==> src/rtl/muldiv_unit_if.sv <==
// Request/response bundle for the iterative multiply/divide unit.
// master drives the operation request; slave (the unit) returns status and result.
interface muldiv_unit_if #(
    parameter int WIDTH = 32
);
    logic             Start;
    logic [2:0]       Op;
    logic [WIDTH-1:0] A;
    logic [WIDTH-1:0] B;
    logic             Ready;
    logic             Busy;
    logic             Done;
    logic [WIDTH-1:0] Result;
    logic             DivZero;

    modport master (
        output Start, Op, A, B,
        input  Ready, Busy, Done, Result, DivZero
    );

    modport slave (
        input  Start, Op, A, B,
        output Ready, Busy, Done, Result, DivZero
    );
endinterface

==> src/rtl/muldiv_unit.sv <==
// Iterative RISC-V style MUL/MULH*/DIV*/REM* unit: one shift-add or restoring step per cycle.
// WIDTH cycles in RUN (fast path straight to DONE for /0 and signed overflow); Start only taken when Ready.
module muldiv_unit #(
    parameter int WIDTH = 32
) (
    input  logic          clk,
    input  logic          reset,
    muldiv_unit_if.slave  bus
);
    localparam logic [1:0] S_IDLE = 2'b00;
    localparam logic [1:0] S_RUN  = 2'b01;
    localparam logic [1:0] S_DONE = 2'b10;

    localparam int CW = $clog2(WIDTH) + 1;
    localparam logic [CW-1:0]    LAST  = CW'(WIDTH - 1);
    localparam logic [WIDTH-1:0] MIN_S = {1'b1, {(WIDTH-1){1'b0}}};
    localparam logic [WIDTH-1:0] ONES  = {WIDTH{1'b1}};
    localparam logic [WIDTH-1:0] ZERO  = {WIDTH{1'b0}};

    logic [1:0]       r_state;
    logic [2:0]       r_op;
    logic             r_sa;
    logic             r_sb;
    logic [WIDTH-1:0] r_hi;
    logic [WIDTH-1:0] r_lo;
    logic [WIDTH-1:0] r_opb;
    logic [CW-1:0]    r_cnt;
    logic [WIDTH-1:0] r_result;
    logic             r_divzero;

    // Operand decode on the request, used only at the accepting edge.
    logic             w_is_div;
    logic             w_a_sgn;
    logic             w_b_sgn;
    logic [WIDTH-1:0] w_a_mag;
    logic [WIDTH-1:0] w_b_mag;
    logic             w_div0;
    logic             w_ovf;
    logic [WIDTH-1:0] w_fast_res;

    assign w_is_div   = bus.Op[2];
    assign w_a_sgn    = w_is_div ? ~bus.Op[0] : (bus.Op[1:0] == 2'b01 || bus.Op[1:0] == 2'b10);
    assign w_b_sgn    = w_is_div ? ~bus.Op[0] : (bus.Op[1:0] == 2'b01);
    assign w_a_mag    = (w_a_sgn && bus.A[WIDTH-1]) ? -bus.A : bus.A;
    assign w_b_mag    = (w_b_sgn && bus.B[WIDTH-1]) ? -bus.B : bus.B;
    assign w_div0     = w_is_div && (bus.B == ZERO);
    assign w_ovf      = w_is_div && !bus.Op[0] && (bus.A == MIN_S) && (bus.B == ONES);
    assign w_fast_res = w_div0 ? (bus.Op[1] ? bus.A : ONES) : (bus.Op[1] ? ZERO : MIN_S);

    // Shift-add step: {r_hi, r_lo} is the partial product, r_lo's LSB selects the add.
    logic [WIDTH:0]   w_sum;
    logic [WIDTH-1:0] w_mhi;
    logic [WIDTH-1:0] w_mlo;

    assign w_sum = {1'b0, r_hi} + {1'b0, (r_lo[0] ? r_opb : ZERO)};
    assign w_mhi = w_sum[WIDTH:1];
    assign w_mlo = {w_sum[0], r_lo[WIDTH-1:1]};

    // Restoring step: r_hi is the partial remainder, r_lo shifts dividend out and quotient in.
    logic [WIDTH:0]   w_shift;
    logic             w_ge;
    logic [WIDTH-1:0] w_diff;
    logic [WIDTH-1:0] w_dhi;
    logic [WIDTH-1:0] w_dlo;

    assign w_shift = {r_hi, r_lo[WIDTH-1]};
    assign w_ge    = (w_shift >= {1'b0, r_opb});
    assign w_diff  = w_shift[WIDTH-1:0] - r_opb;
    assign w_dhi   = w_ge ? w_diff : w_shift[WIDTH-1:0];
    assign w_dlo   = {r_lo[WIDTH-2:0], w_ge};

    logic [WIDTH-1:0] w_nhi;
    logic [WIDTH-1:0] w_nlo;

    assign w_nhi = r_op[2] ? w_dhi : w_mhi;
    assign w_nlo = r_op[2] ? w_dlo : w_mlo;

    // Sign fix-up applied to the magnitude result of the final step.
    logic [2*WIDTH-1:0] w_prod;
    logic [2*WIDTH-1:0] w_prod_s;
    logic               w_pneg;
    logic               w_qneg;
    logic               w_rneg;
    logic [WIDTH-1:0]   w_mul_res;
    logic [WIDTH-1:0]   w_div_res;
    logic [WIDTH-1:0]   w_final;

    assign w_prod    = {w_nhi, w_nlo};
    assign w_pneg    = (r_op[1:0] == 2'b01) ? (r_sa ^ r_sb) :
                       (r_op[1:0] == 2'b10) ? r_sa : 1'b0;
    assign w_prod_s  = w_pneg ? -w_prod : w_prod;
    assign w_mul_res = (r_op[1:0] == 2'b00) ? w_prod_s[WIDTH-1:0] : w_prod_s[2*WIDTH-1:WIDTH];
    assign w_qneg    = !r_op[0] && (r_sa ^ r_sb);
    assign w_rneg    = !r_op[0] && r_sa;
    assign w_div_res = r_op[1] ? (w_rneg ? -w_nhi : w_nhi) : (w_qneg ? -w_nlo : w_nlo);
    assign w_final   = r_op[2] ? w_div_res : w_mul_res;

    always_ff @(posedge clk or posedge reset) begin
        if (reset) begin
            r_state   <= S_IDLE;
            r_op      <= 3'b000;
            r_sa      <= 1'b0;
            r_sb      <= 1'b0;
            r_hi      <= ZERO;
            r_lo      <= ZERO;
            r_opb     <= ZERO;
            r_cnt     <= '0;
            r_result  <= ZERO;
            r_divzero <= 1'b0;
        end else begin
            case (r_state)
                S_IDLE: begin
                    if (bus.Start) begin
                        r_op  <= bus.Op;
                        r_sa  <= bus.A[WIDTH-1];
                        r_sb  <= bus.B[WIDTH-1];
                        r_cnt <= '0;
                        if (w_div0 || w_ovf) begin
                            r_result  <= w_fast_res;
                            r_divzero <= w_div0;
                            r_state   <= S_DONE;
                        end else begin
                            r_hi    <= ZERO;
                            r_lo    <= w_is_div ? w_a_mag : w_b_mag;
                            r_opb   <= w_is_div ? w_b_mag : w_a_mag;
                            r_state <= S_RUN;
                        end
                    end
                end
                S_RUN: begin
                    r_hi  <= w_nhi;
                    r_lo  <= w_nlo;
                    r_cnt <= r_cnt + 1'b1;
                    if (r_cnt == LAST) begin
                        r_result  <= w_final;
                        r_divzero <= 1'b0;
                        r_state   <= S_DONE;
                    end
                end
                S_DONE: begin
                    r_state <= S_IDLE;
                end
                default: begin
                    r_state <= S_IDLE;
                end
            endcase
        end
    end

    assign bus.Ready   = (r_state == S_IDLE);
    assign bus.Busy    = (r_state == S_RUN);
    assign bus.Done    = (r_state == S_DONE);
    assign bus.Result  = r_result;
    assign bus.DivZero = r_divzero;
endmodule

==> src/flat_wrapper.sv <==
// flat-port wrapper written by rule: the top's interface ports become plain ports
module muldiv_unit_flat 
#(
    parameter int WIDTH = 32
)
  (clk, reset, bus_Start, bus_Op, bus_A, bus_B, bus_Ready, bus_Busy, bus_Done, bus_Result, bus_DivZero);
  muldiv_unit_if #(.WIDTH(WIDTH)) bus_i ();
  input  logic clk;
  input  logic reset;
  input wire logic [$bits(bus_i.Start)-1:0] bus_Start;
  input wire logic [$bits(bus_i.Op)-1:0] bus_Op;
  input wire logic [$bits(bus_i.A)-1:0] bus_A;
  input wire logic [$bits(bus_i.B)-1:0] bus_B;
  output wire logic [$bits(bus_i.Ready)-1:0] bus_Ready;
  output wire logic [$bits(bus_i.Busy)-1:0] bus_Busy;
  output wire logic [$bits(bus_i.Done)-1:0] bus_Done;
  output wire logic [$bits(bus_i.Result)-1:0] bus_Result;
  output wire logic [$bits(bus_i.DivZero)-1:0] bus_DivZero;
  assign bus_i.Start = bus_Start;
  assign bus_i.Op = bus_Op;
  assign bus_i.A = bus_A;
  assign bus_i.B = bus_B;
  assign bus_Ready = bus_i.Ready;
  assign bus_Busy = bus_i.Busy;
  assign bus_Done = bus_i.Done;
  assign bus_Result = bus_i.Result;
  assign bus_DivZero = bus_i.DivZero;
  muldiv_unit #(.WIDTH(WIDTH)) u_core (.clk(clk), .reset(reset), .bus(bus_i));
endmodule
==> config.mk <==
export PLATFORM = sky130hd
export DESIGN_NAME = muldiv_unit_flat
export DESIGN_NICKNAME = d
export VERILOG_FILES = /design/src/rtl/muldiv_unit_if.sv /design/src/rtl/muldiv_unit.sv /design/src/flat_wrapper.sv
export SDC_FILE = /design/constraint.sdc
export NUM_CORES = 1
export LEC_CHECK = 0
export ABC_CLOCK_PERIOD_IN_PS = 5200
export CAP_MARGIN = 20
export CORE_UTILIZATION = 62
export DETAILED_ROUTE_END_ITERATION = 16
export PLACE_DENSITY = 0.92
export SLEW_MARGIN = 20
export SYNTH_ARGS = -nofsm -noshare
export SYNTH_HDL_FRONTEND = slang
export SYNTH_SLANG_ARGS = --single-unit
==> constraint.sdc <==
create_clock -name clk -period 5.2 [get_ports clk]
set_input_delay 1.04 -clock clk [delete_from_list [all_inputs] [get_ports clk]]
set_output_delay 1.04 -clock clk [all_outputs]
set_load 0.005 [all_outputs]
==> impl_metrics.json <==
{
  "status": "complete, no violations",
  "synth_cells": 2201,
  "async_flop_share_pct": 100,
  "synth-simple-area-share_pct": 23.6,
  "crit_path_start": "u_core.r_opb[0]",
  "cts_sinks": 142,
  "wl_per_cell_microns": 26.2,
  "multiInputGateArea_sq_um": 11900,
  "finalNetCount": 2446,
  "crit_fanout": 5,
  "rr_endpoint": "u_core.bus.Result[30]",
  "grt_pass1_wl_microns": 103000,
  "drive_gt1_share_pct": 10.5,
  "slew_viol_final": 0,
  "yosysMostFrequentCell": "nand2_1",
  "grt_max_degree": 117,
  "dpl.hpwl_microns": 52700,
  "cpMaxStageDelayCell": "a221oi_1",
  "synth_top_family_by_area": "compound AO/OA/AOI/OAI gates",
  "die_w_microns": 164,
  "area_growth_pct": 15.0,
  "timing.final.ws_setup_ns": 0.0341,
  "finalHoldViolCount": 0,
  "gp_congestion": 1.12,
  "postRouteAntennaNets": 0,
  "drtIter0Drc": 3458,
  "place_ws_ns": -0.0313,
  "drt_wl_total_microns": 69400,
  "relSlewSlack_pct": 21.3,
  "synth_mux_area_share_pct": 3.03,
  "finalSetupViolCount": 0,
  "fin_util_pct": 73.5,
  "synth_area_per_cell_sq_um": 7.40,
  "syn_nets": 2344,
  "yosysTopAreaCellShare_pct": 21.8,
  "routed_via_density": 7.18,
  "ctsHoldBuffers": 0,
  "whs_ns": 0.500,
  "clock.fmax_mhz": 194,
  "post-route-period-util_pct": 99.3,
  "synthTopCellsByCount": "273 x nand2_1, 203 x nor2_1, 198 x o21ai_0",
  "netlist_area_sq_um": 16300,
  "htree_levels": 4,
  "arrival_ns": 5.50,
  "first_pass_iters": 8,
  "crit_path_end_kind": "flop",
  "finClkSkew_ns": 0.0147,
  "dieArea_sq_um": 26900,
  "setup.worst_path.end": "u_core.bus.Result[30]",
  "tritoncts": "built",
  "synth_edf_count": 0,
  "vias": 19000,
  "overflow": 0,
  "first_global_vias": 17200,
  "insertion_delay_ns": 0.45,
  "r2r_slack_ns": 0.03,
  "cap_violations": 0,
  "tightestPinTransition_ns": 1.18,
  "critical_path.max_stage_delay_ns": 0.60,
  "boundaryPins": 106,
  "synth.largest_area_cell": "dfrtp_1",
  "hold_class": "flop to flop",
  "cp-start-kind": "flop",
  "rsz0062_at_grt": "false",
  "cpMostUsedCell": "buf_4",
  "synth-adder-area-share_pct": 5.70,
  "ys_top_cells_by_area": "dfrtp_1 22%, nand2_1 6.3%, o21ai_0 6.1%",
  "synth_seq_area_share_pct": 21.8,
  "regToRegStartpoint": "u_core.r_opb[0]",
  "core_area_sq_um": 25500,
  "critical_path.cell_chain": "ha_1, inv_1, fa_1, a21o_1, a221oi_1, nor2_1, o21ai_1, a21boi_0, xnor2_1, o211ai_1, nand4b_4, buf_4, nor2b_1, buf_4, nand4_1, mux2i_2, a21oi_1, o22a_1",
  "rows": 58,
  "cts_root_buf": "clkbuf_16",
  "drc": 0,
  "die_y_microns": 164,
  "ys_warn_count": 0,
  "r2r_cells": 18,
  "grt.total_usage_pct": 51.4,
  "nFillCells": 2055,
  "start_util_pct": 64.0,
  "io_buffers": 105,
  "critPathRequiredTime_ns": 5.54,
  "synth-seq-cells": 142,
  "clkTransAtPathRegs_ns": 0.07,
  "ys_types": 107,
  "critical_path_class": "flop to flop",
  "synth_xor_area_share_pct": 9.36,
  "register_area_sq_um": 3560,
  "cts_buffers": 17,
  "synth_top_flop_cell": "dfrtp_1",
  "fin_crit_ns": 5.17,
  "synth_compound_area_share_pct": 30.9,
  "cts_buffer_depth": 2,
  "grt_antenna_before_repair": 6
}
-- final cells by class --
| class | instances | area share, % |
|---|---|---|
| inverter | 75 | 1.53 |
| antenna | 1 | 0.0134 |
| sequential | 142 | 19.0 |
| multi-input combinational | 1845 | 63.6 |
| clock buffer | 18 | 2.34 |
| tap | 330 | 2.20 |
| clock inverter | 14 | 0.835 |
| timing repair buffer | 222 | 10.5 |
-- how the worst min path moves through the flow --
stage | start | endpoint | slack (ns) | depth (start not counted)
after detailed placement | u_core.bus.DivZero | u_core.bus.DivZero | 0.48 | 2
final | u_core.bus.Result[13] | u_core.bus.Result[13] | 0.50 | 2
after global routing | u_core.bus.Result[4] | u_core.bus.Result[4] | 0.52 | 2
after CTS | u_core.bus.Result[13] | u_core.bus.Result[13] | 0.50 | 2
after global placement | u_core.bus.Result[1] | u_core.bus.Result[1] | 0.47 | 2
after floorplan | u_core.r_state[1] | u_core.r_state[0] | 0.45 | 1
-- worst max-delay path: cells and delay by family, from the launching register on --
kind | cells | cell delay, ns
AND/OR/NAND/NOR | 4 | 0.77
adder cells (fa/ha/maj) | 2 | 0.65
flip-flops | 1 | 0.53
multiplexers | 1 | 0.28
AO/OA/AOI/OAI | 7 | 2.28
buffers and inverters | 3 | 0.37
XOR/XNOR | 1 | 0.17
-- cell usage in the layout (no fill, tap or decap), types with 20 or more instances in the layout --
cell type,synthesis,routed
o21ai_0,198,198
and2_1,45,45
nand3_1,41,40
buf_4,4,114
a21o_1,28,27
inv_1,74,73
xor2_1,74,74
nor2_1,203,203
a31oi_1,44,44
nor3_1,51,50
a21oi_1,196,194
clkdlybuf4s50_1,0,104
o221ai_1,29,29
nand2_1,273,273
ha_1,71,70
mux2i_1,46,45
dfrtp_1,142,140
nand2b_1,21,20
nand4_1,38,38
o211ai_1,33,33
xnor2_1,100,100
-- repair_timing --
action                     4_1_cts  5_1_grt
setup endpoints to repair        3       18
pin swaps                        0        5
resized for setup                2       12
setup buffers                    0        5
-- stage by stage --
stage          std cells  TNS, ns  area [sq um]
6_report            2647        0         18700
5_1_grt             2646        0         18700
4_1_cts             2641        0         18600
3_5_place_dp        2609  -0.0507         18000
3_3_place_gp        2609   -0.106         18000
2_1_floorplan       2201        0         16300
-- logic make-up (layout without fill, tap and decap cells) --
| group | count (synthesis) | after routing |
|---|---|---|
| other cells | 0 | 1 |
| flops | 142 | 142 |
| mux | 49 | 49 |
| buf+inv | 214 | 329 |
| xor+xnor | 174 | 174 |
| compound gates | 757 | 757 |
| fa+ha+maj | 73 | 73 |
| simple gates | 792 | 792 |
-- per-layer routing --
metal	vias to the layer above	track usage (%)	share of wire, %
met5	-	0	0.11
met4	6	28.3	6.7
met3	313	20.4	16
met2	1619	70.0	39
met1	8823	68.7	38
li1	8243	-	-
-- sequential cells by signal, indices dropped and copies added (netlist names) --
register / count
u_core.bus.DivZero: 1
u_core.bus.Result: 32
u_core.r_cnt: 6
u_core.r_hi: 32
u_core.r_lo: 32
u_core.r_op: 3
u_core.r_opb: 32
u_core.r_sa: 1
u_core.r_sb: 1
u_core.r_state: 2
Power is left out: the tool's default activity adds up to more than one toggle a clock period on the data nets, which glitch-free logic cannot reach.
